[config.mk]
export PLATFORM = sky130hd
export DESIGN_NAME = ysyx_22040759_ifu
export DESIGN_NICKNAME = d
export VERILOG_FILES = /design/src/rtl/ysyx_22040759_ifu.sv
export SDC_FILE = /design/constraint.sdc
export NUM_CORES = 1
export LEC_CHECK = 0
export ABC_AREA = 1
export CAP_MARGIN = 20
export CORE_MARGIN = 5
export CORE_UTILIZATION = 35
export CTS_BUF_LIST = sky130_fd_sc_hd__clkbuf_2
export DETAILED_ROUTE_END_ITERATION = 7
export PLACE_DENSITY_LB_ADDON = 0.25
export SLEW_MARGIN = 0
export SYNTH_ARGS = -nofsm -noshare
export SYNTH_HDL_FRONTEND = slang
export SYNTH_SLANG_ARGS = --single-unit
[constraint.sdc]
create_clock -name clk -period 1.6 [get_ports clk]
set_clock_uncertainty 0.05 [all_clocks]
set_input_delay 0.32 -clock clk [delete_from_list [all_inputs] [get_ports clk]]
set_output_delay 0.32 -clock clk [all_outputs]
set_load 0.02 [all_outputs]
[src/rtl/ysyx_22040759_ifu.sv]
// ---------------------------------------------------------------------------
// ysyx_22040759_ifu -- instruction fetch unit
//
// Holds the PC, issues one instruction-memory request at a time and presents
// the returned word, with its PC, to decode through a valid/ready handshake.
// A jump redirect from the jal/jalr path reloads the PC in any state. A fetch
// that is already in flight when the redirect arrives is marked stale, and its
// response is thrown away.
//
// Ports
//   clk, rst         clock (rising edge), synchronous active-high reset
//   imem_req_*       fetch request: valid/ready handshake, address = pc
//   imem_rsp_*       fetch response: valid plus 32-bit instruction word
//   redirect_*       jump taken; new PC target
//   inst_*           registered instruction and its PC, valid/ready to decode
//   fetch_misalign   sticky misaligned-redirect flag
//
// Configuration macro: IFU_MISALIGN_CHK_EN
//   defined   : a redirect whose target has nonzero low bits sets fetch_misalign
//               and parks the unit in IDLE until reset
//   undefined : fetch_misalign is tied to 0 and the low two bits of the target
//               are cleared when it is loaded
// ---------------------------------------------------------------------------
module ysyx_22040759_ifu #(
  parameter int              XLEN     = 64,
  parameter logic [XLEN-1:0] RESET_PC = 64'h0000_0000_8000_0000
) (
  input  logic            clk,
  input  logic            rst,
  output logic            imem_req_valid,
  input  logic            imem_req_ready,
  output logic [XLEN-1:0] imem_req_addr,
  input  logic            imem_rsp_valid,
  input  logic [31:0]     imem_rsp_data,
  input  logic            redirect_valid,
  input  logic [XLEN-1:0] redirect_pc,
  output logic            inst_valid,
  input  logic            inst_ready,
  output logic [31:0]     inst_o,
  output logic [XLEN-1:0] inst_pc,
  output logic            fetch_misalign
);

  typedef enum logic [1:0] {S_IDLE, S_REQ, S_WAIT, S_HOLD} state_t;

  state_t          state_q, state_d;
  logic [XLEN-1:0] pc_q, pc_d;
  logic            drop_q, drop_d;
  logic            latch;
  logic [XLEN-1:0] redirect_load;
  logic            mis_q, mis_d;
  logic [31:0]     inst_q;
  logic [XLEN-1:0] inst_pc_q;

`ifdef IFU_MISALIGN_CHK_EN
  logic redirect_bad;
  assign redirect_bad  = redirect_valid && (redirect_pc[1:0] != 2'b00);
  assign redirect_load = redirect_pc;
`else
  logic unused_redirect_lo;
  assign unused_redirect_lo = ^redirect_pc[1:0];
  assign redirect_load      = {redirect_pc[XLEN-1:2], 2'b00};
`endif

  always_comb begin
    state_d = state_q;
    pc_d    = pc_q;
    drop_d  = drop_q;
    mis_d   = mis_q;
    latch   = 1'b0;
    case (state_q)
      S_IDLE: begin
        // A latched misalignment parks the unit here until reset.
        if (!mis_q) state_d = S_REQ;
      end
      S_REQ: begin
        if (imem_req_ready) begin
          state_d = S_WAIT;
          // The accepted request carries the old address and is now stale.
          if (redirect_valid) drop_d = 1'b1;
        end
      end
      S_WAIT: begin
        if (imem_rsp_valid) begin
          if (drop_q || redirect_valid) begin
            state_d = S_REQ;
            drop_d  = 1'b0;
          end else begin
            latch   = 1'b1;
            state_d = S_HOLD;
          end
        end else if (redirect_valid) begin
          drop_d = 1'b1;
        end
      end
      S_HOLD: begin
        // A handshake that coincides with a redirect still consumes the
        // instruction; only the PC source differs.
        if (redirect_valid)  state_d = S_REQ;
        else if (inst_ready) begin
          state_d = S_REQ;
          pc_d    = pc_q + XLEN'(4);
        end
      end
      default: state_d = S_IDLE;
    endcase

    if (redirect_valid) begin
      pc_d = redirect_load;
`ifdef IFU_MISALIGN_CHK_EN
      if (redirect_bad) begin
        mis_d   = 1'b1;
        state_d = S_IDLE;
        drop_d  = 1'b0;
      end
`endif
    end
  end

  always_ff @(posedge clk) begin
    if (rst) begin
      state_q   <= S_IDLE;
      pc_q      <= RESET_PC;
      drop_q    <= 1'b0;
      mis_q     <= 1'b0;
      inst_q    <= '0;
      inst_pc_q <= '0;
    end else begin
      state_q <= state_d;
      pc_q    <= pc_d;
      drop_q  <= drop_d;
      mis_q   <= mis_d;
      if (latch) begin
        inst_q    <= imem_rsp_data;
        inst_pc_q <= pc_q;
      end
    end
  end

  assign imem_req_valid = (state_q == S_REQ);
  assign imem_req_addr  = pc_q;
  assign inst_valid     = (state_q == S_HOLD);
  assign inst_o         = inst_q;
  assign inst_pc        = inst_pc_q;
`ifdef IFU_MISALIGN_CHK_EN
  assign fetch_misalign = mis_q;
`else
  assign fetch_misalign = 1'b0;
`endif

endmodule

==> out/qor.yml <==
crit_required_ns: 1.23
rsz0062_at_grt: "true"
initialDrtViolationCount: 983
synth_top_area_cell: "dfxtp_1"
numClockSinks: 159
grt.overflow.total: 0
antenna_found_initial: 3
slew_headroom_pct: 65.73
ys.flop_type: "dfxtp_1"
nets: 1885
post-place-ws_ns: -0.2795
ys_seq_elements: 159
fp.dieArea_sq_um: 25990
ir_drop_mv: 0.4768
cts_tree: "done"
powerDensity_nw_per_um2: 606.3
placement.cell_area_sq_um: 12060
cap_violations: 0
avgSynthCellArea_sq_um: 6.681
clockBufferDepth: 2
ff2ff_setup_slack_ns: -0.34
crit_fanout: 4
stdcell_area_sq_um: 15940
power.leakage_nw: 7.266
layout-drive-gt1-share_pct: 49.36
start_util_pct: 35.46
cp-start-kind: "flop"
violations: "setup timing"
ios: 265
yosysMostFrequentCell: "nand2_1"
dr.pass1.iters: 6
final_util_pct: 70.63
endpoint_kind: "primary output"
grt_pass1_wl_um: 58100
tightest_slew_ns: 0.5141
critPathKind: "flop to primary output"
grt_pass1_vias: 10850
max_freq_mhz: 512.8
chipHeight_um: 161.2
synth_cell_types: 38
cts_buffers: 17
ant_nets: 0
timing.final.crit_share_pct: 121.9
cts_max_level: 4
wl_um: 40450
ys_top_cells_by_area: "dfxtp_1 (40%), nand2_1 (11%), nor2_1 (9.7%), o21ai_0 (8.6%), inv_1 (5.0%)"
yosysTopAreaCellShare_pct: 39.77
syn-instance-count: 1198
synth_edf_count: 0
slew_violations: 0
syn_area_sq_um: 8004
clk_pin_slew_ns: 0.29
synth_common_cells: "nand2_1 (242), nor2_1 (207), dfxtp_1 (159), o21ai_0 (137), inv_1 (107)"
drc_errors: 0
portBuffers: 257
yosysWarningCount: 0
min_path_type: "input port to flop"
cp.arrival_ns: 1.58
timing.final.ws_setup_ns: -0.3500
dpl.hpwl_um: 24360
vias: 10920
row_count: 55
ys_async_sr_fraction_pct: 0
fp.dieW_um: 161.2
post_drt_wl_per_cell_um: 19.47
grt_max_degree: 59
clkLatencyLatePin_ns: 0.82
grt.total_usage_pct: 27.81
setup_violations: 213
vias_per_cell: 5.256
syn2layout_area_growth_pct: 99.17
status: "finished with violations"
hold_viol_final: 0
synth_seq_area_share_pct: 39.77
clockRootBuffer: "clkbuf_2"
core_sq_um: 22570
min_period_ns: 1.950
routabilityCongestion: 0.9768
[sequential cells by signal, indices dropped and copies added (netlist names)]
| name | flops |
|---|---|
| imem_req_addr | 62 |
| inst_pc | 62 |
| inst_o | 32 |
| state_q | 2 |
| drop_q | 1 |
[cell type report]
type	instances	area (sq um)
fillers	1727	6630
repair buffers	619	6379
multi-input cells	869	5056
flip-flops and latches	159	3431
inverters	112	460.4
well taps	285	356.6
clock inverters	15	168.9
clock buffers	17	85.08
diodes	2	5.005
[layer usage]
layer | global-route usage, % | vias to the layer above | routed length, um
li1 | - | 5063 | -
met1 | 33.21 | 5176 | 15370
met2 | 47.37 | 554 | 19570
met3 | 7.119 | 127 | 3438
met4 | 12.10 | 2 | 2066
met5 | 0 | - | 13
[report_power, final]
part           internal (W)  switching (W)  total (W)
combinational       0.00146        0.00135    0.00280
clock              0.000650        0.00182    0.00247
sequential          0.00422       0.000181    0.00440
total               0.00632        0.00335    0.00967
[critical path: stages (launching register included)]
cell	delay (ns)
dfxtp_4	0.46
inv_4	0.04
ha_4	0.15
buf_6	0.13
[path summary, 6_finish.rpt]
check / startpoint / endpoint / cells after the start
worst min register to register: drop_q$_SDFFE_PP0P_ / drop_q$_SDFFE_PP0P_ / 2
worst min-delay path: imem_rsp_data[2] / inst_o[2]$_SDFFE_PP0P_ / 3
worst max register to register: imem_req_addr[6]$_SDFFE_PP0P_ / imem_req_addr[57]$_SDFFE_PP0P_ / 11
worst max-delay path: state_q[1]$_SDFFE_PP0P_ / imem_req_valid / 3
[cell families after synthesis]
family	count (synthesis)	share of synthesized area, %
buffers and inverters	174	8.660
flip-flops	159	39.77
other	1	0.04685
adder cells (fa/ha/maj)	5	0.7816
AND/OR/NAND/NOR	573	31.11
XOR/XNOR	14	1.532
AO/OA/AOI/OAI	272	18.10
[per-stage QoR]
step	instances	hold slack [ns]	TNS (ns)	power, W
after floorplan	1202	0.4033	0	0.005310
after global placement	1843	0.4291	-22.95	0.006402
after detailed placement	1843	0.4366	-26.99	0.006431
after CTS	2048	0.003742	-30.76	0.009461
after global routing	2077	-0.001331	-47.91	0.01005
final	2078	0.04863	-29.01	0.009665
[cell usage in the layout, fill, tap and decap left out, types with 4 or more instances in the layout]
cell type,count
a21oi_1,63
a21oi_2,15
a31oi_1,27
buf_12,18
buf_16,5
buf_4,190
buf_6,256
clkbuf_16,5
clkbuf_2,17
clkdlybuf4s50_1,97
conb_1,5
dfxtp_2,138
dfxtp_4,20
dlygate4sd3_1,45
inv_1,95
inv_2,10
inv_6,7
inv_8,4
nand2_1,194
nand2_2,29
nand2_4,30
nand3_1,31
nand3_2,30
nand3_4,4
nand4_1,11
nor2_1,169
nor2_2,25
nor2_4,34
nor3_1,5
o211ai_1,4
o21ai_0,115
o21ai_1,22
o21ai_2,12
o21bai_1,4
xnor2_2,6
xor2_1,6
[repair_timing]
action / CTS / global route
cloned: 3 / 6
hold buffers: 45 / 0
setup endpoints to repair: 291 / 268
endpoints found under the hold margin: 157 / 0
pin swaps: 87 / 77
setup buffers: 127 / 31
gates resized for setup: 1347 / 144
Power figures use the tool's default switching activity.
